$ cat config.mk
export PLATFORM = sky130hd
export DESIGN_NAME = fp_accum_seq
export DESIGN_NICKNAME = d
export VERILOG_FILES = /design/src/rtl/fp_accum_seq.sv
export SDC_FILE = /design/constraint.sdc
export NUM_CORES = 1
export LEC_CHECK = 0
export CORE_ASPECT_RATIO = 1.4
export CORE_UTILIZATION = 43
export DETAILED_ROUTE_END_ITERATION = 10
export PLACE_DENSITY = 0.78
export SLEW_MARGIN = 20
export SYNTH_ARGS = -nofsm -noshare
export SYNTH_HDL_FRONTEND = slang
export SYNTH_SLANG_ARGS = --single-unit
export TNS_END_PERCENT = 10
$ cat constraint.sdc
create_clock -name clk -period 1.8 [get_ports clk]
set_clock_uncertainty 0.1 [all_clocks]
set_input_delay 0.18 -clock clk [delete_from_list [all_inputs] [get_ports clk]]
set_output_delay 0.18 -clock clk [all_outputs]
set_load 0.01 [all_outputs]
$ cat src/rtl/fp_accum_seq.sv
// fp_accum_seq: streams bf16 elements through the external combinational fp_add stage,
// keeping a running sum, sticky exception flags and an element count per sequence.
module fp_accum_seq #(
  parameter int CNT_W = 8
) (
  input  logic             clk,
  input  logic             reset,
  input  logic             in_valid,
  output logic             in_ready,
  input  logic [15:0]      in_data,
  input  logic             in_last,
  output logic [15:0]      add_opA,
  output logic [15:0]      add_opB,
  input  logic [15:0]      add_sum,
  input  logic             add_overflow,
  input  logic             add_underflow,
  input  logic             add_inexact,
  output logic             out_valid,
  input  logic             out_ready,
  output logic [15:0]      out_data,
  output logic [2:0]       out_flags,
  output logic [CNT_W-1:0] out_count
);
  typedef enum logic [1:0] {IDLE, WAIT, EXEC, DONE} state_t;
  state_t           r_state, w_next;
  logic [15:0]      r_acc, r_opb;
  logic [2:0]       r_flags;
  logic [CNT_W-1:0] r_count;
  logic             r_last;
  logic             w_accept;
  assign in_ready  = (r_state == IDLE) || (r_state == WAIT);
  assign out_valid = r_state == DONE;
  assign w_accept  = in_valid & in_ready;
  assign add_opA   = r_acc;
  assign add_opB   = r_opb;
  assign out_data  = r_acc;
  assign out_flags = r_flags;
  assign out_count = r_count;
  always_comb begin
    w_next = r_state;
    case (r_state)
      IDLE:    w_next = w_accept ? (in_last ? DONE : WAIT) : IDLE;
      WAIT:    w_next = w_accept ? EXEC : WAIT;
      EXEC:    w_next = r_last ? DONE : WAIT;
      default: w_next = out_ready ? IDLE : DONE;
    endcase
  end
  always_ff @(posedge clk or posedge reset) begin
    if (reset) begin
      r_state <= IDLE;
      r_acc   <= '0;
      r_opb   <= '0;
      r_flags <= '0;
      r_count <= '0;
      r_last  <= 1'b0;
    end else begin
      r_state <= w_next;
      case (r_state)
        IDLE: if (w_accept) begin
          // first element bypasses the adder, which mishandles a zero operand
          r_acc   <= in_data;
          r_count <= {{(CNT_W-1){1'b0}}, 1'b1};
        end
        WAIT: if (w_accept) begin
          r_opb  <= in_data;
          r_last <= in_last;
        end
        EXEC: begin
          r_acc   <= add_sum;
          r_flags <= r_flags | {add_overflow, add_underflow, add_inexact};
          r_count <= (&r_count) ? r_count : r_count + 1'b1;
        end
        default: if (out_ready) begin
          r_acc   <= '0;
          r_opb   <= '0;
          r_flags <= '0;
          r_count <= '0;
          r_last  <= 1'b0;
        end
      endcase
    end
  end
endmodule

==> results.cfg, run 1 <==
[setup_path]
crit_path_end_kind = output pin
required_ps = 1520
startpoint = r_state[1]$_DFF_PP0_
critPathArrivalTime_ps = 1440
ff2ff_setup_slack_ps = 140
r2r_end = out_count[5]$_DFFE_PP0P_
cp-start-kind = flip-flop
cp_slowest_cell = clkdlybuf4s50_1
reg2regPathDepth = 5
path_cells = and2_1 -> clkdlybuf4s50_1
worstSetupPathType = flip-flop to output pin
worstSetupEndpoint = out_valid
cp_max_fo = 10
timing.rr.start = out_count[1]$_DFFE_PP0P_
max_stage_delay_ps = 530

[placed_design]
dp_hpwl_um = 4558
portBuffers = 100
dpl_cell_area_sq_um = 3390
dp_cells = 393
place_congestion = 0.8521

[die]
die_h_um = 91.52
die_area_sq_um = 6035
num_rows = 32
core_sq_um = 5525
initial_core_util = 0.4454
ioPinCount = 101
fp.dieW_um = 65.94

[global_route]
antenna_found_initial = 0
grt_overflow = 0
grt_pass1_vias = 1956
track_usage = 0.2124
grt_max_degree = 35
grt_pass1_wl_um = 9591

[synthesis]
synth_compound_area_frac = 0.1896
synthAdderAreaFrac = 0.005084
synth_nets = 284
ys_warn_count = 0
synth_xor_area_frac = 0
synth_top_area_frac = 0.4677
synthFlopType = dfrtp_1
synth_cell_type_count = 40
synth_top_family_by_area = compound AO/OA/AOI/OAI gates
synthArstFlopShare = 1.000
synthMuxAreaShare = 0.07372
synth_top_area_cell = dfrtp_1
syn_avg_cell_area_sq_um = 10.13
synth.yosys.seq_area_share = 0.4677
synthSimpleGateAreaFrac = 0.1423
synthesis.instances = 243
ys_top_cells_by_area = dfrtp_1, nand2_1, mux2i_1
synth_area_sq_um = 2461
synth_edf_count = 0
ys_ff_latch = 46

[cells_and_area]
postLayoutCellArea_sq_um = 3522
drive_gt1_frac = 0.1429
antenna_cells = 0
final_core_util = 0.6375
layout_commonest_cell = clkdlybuf4s50_1
areaGrowthSynthToFinish_pct = 43.11
mostFrequentLayoutCells = clkdlybuf4s50_1, nand2_1, dfrtp_1
final_nets = 376
stdcell_count = 404

[timing]
tightestPinTransition_ps = 399.4
rsz0062_at_grt = false
finalHoldViolations = 0
finalSetupViolCount = 0
holdWs_ps = 84.67
max_freq_mhz = 580.2
fin_crit_sh = 0.9575
relSlewSlack = 0.7333
finalMaxSlewViolations = 0
fin_tns_setup_ps = 0
finalCriticalPeriod_ps = 1723

[cts]
holdBufCountCts = 0
cts_sinks = 46
clock_latency_ps = 300
clkSlewWorstSetupHoldPaths_ps = 90
cts-root-buf = clkbuf_8
cts_buffers = 5
cts_max_level = 2
cts_buffer_depth = 2
cts_tree = built

[hold_path]
hold_class = input pin to asynchronous set/reset pin

[power_and_ir_drop]
power_density_nw_per_um2 = 1445
cellLeakagePower_nw = 1.489
peakVddDrop_v = 0.0009351

[detailed_routing]
routed_wl_um = 6072
drtIter0Drc = 65
wl_per_cell_um = 15.03
vias = 2126
antenna_left = 0
drt_first_pass_iters = 4
vias_per_cell = 5.262
drc = 0

[run_status]
status = completed

[job]
drv_cap = 0
-- per-layer routing --
| metal | track usage | share of wire |
|---|---|---|
| met3 | 0.03894 | 0.070 |
| met5 | 0 | 0 |
| met1 | 0.2672 | 0.40 |
| met2 | 0.3588 | 0.51 |
| met4 | 0.07092 | 0.016 |
-- registers in the layout, summed over array words and instances, names as in the netlist --
| signal | cells |
|---|---|
| out_flags | 3 |
| out_count | 8 |
| r_state | 2 |
| r_last | 1 |
| add_opA | 16 |
| add_opB | 16 |
-- cell type report --
type,instances,area [sq um]
clock buffers,5,68.82
clock inverters,3,40.04
fillers,486,2003
inverters,3,11.26
multi-input cells,162,1011
flip-flops and latches,46,1154
well taps,68,85.08
repair buffers,117,1152
-- power by group --
group / internal (mW) / switching (mW)
Clock: 0.409 / 0.344
Sequential: 1.34 / 0.257
Combinational: 1.42 / 1.32
Total: 3.17 / 1.92
-- metrics by stage --
step | total power [mW] | setup slack (ps)
CTS | 5.092 | 24.35
finish | 5.089 | 76.53
detailed placement | 4.321 | 69.11
global placement | 4.264 | 141.7
floorplan | 3.422 | 179.0
global route | 5.446 | 20.10
-- kinds of logic (layout without fill, tap and decap cells) --
group,after synthesis,count (layout)
mux,18,18
flops,46,46
simple gates,79,79
fa+ha+maj,1,1
compound gates,64,64
buf+inv,35,128
-- cells in the mapped netlist, types with 3 or more instances --
| library cell | instances |
|---|---|
| nand2_1 | 53 |
| o21ai_0 | 5 |
| o21ai_1 | 22 |
| dfrtp_1 | 46 |
| nand2_2 | 6 |
| buf_2 | 3 |
| mux2i_1 | 17 |
| buf_4 | 19 |
| inv_1 | 3 |
| a21oi_1 | 9 |
| o31ai_1 | 4 |
| o31ai_2 | 13 |
| buf_6 | 4 |
| nor2_1 | 6 |
-- worst min-delay path by stage --
stage                                 startpoint                  endpoint  slack, ps
after floorplan                         in_valid      r_state[0]$_DFF_PP0_        200
after global placement    add_opB[9]$_DFFE_PP0P_    add_opB[9]$_DFFE_PP0P_        370
after detailed placement  add_opB[0]$_DFFE_PP0P_    add_opB[0]$_DFFE_PP0P_        370
after CTS                                  reset  out_count[7]$_DFFE_PP0P_        100
after global routing                       reset  out_count[7]$_DFFE_PP0P_        110
final                                      reset  out_count[7]$_DFFE_PP0P_         80
-- critical path: cells and delay by family (launching register included) --
kind                   cells  cell delay (ps)
and+or+nand+nor            1              150
buffers and inverters      1              530
DFF                        1              470
-- timing repair --
item / CTS / global route
resized for setup: 3 / 0
cloned: 0 / 0
endpoints found under the setup margin: 2 / 1
pin swaps: 0 / 0
buffers inserted: 0 / 3
No activity file was read; power rests on OpenSTA's default activity.
==> run 2: changes to the inputs <==
- CTS_CLUSTER_DIAMETER: not set -> 50
- SLEW_MARGIN: 20 -> 10
==> results of run 2 <==
Same layout as run 1: the final DEF is identical, and so are final timing and power.
==> run 3: changes to the inputs <==
- CAP_MARGIN: not set -> 20
- SETUP_SLACK_MARGIN: not set -> 0.02
==> results of run 3 <==
Same layout as run 1 (identical final DEF). Status: completed.
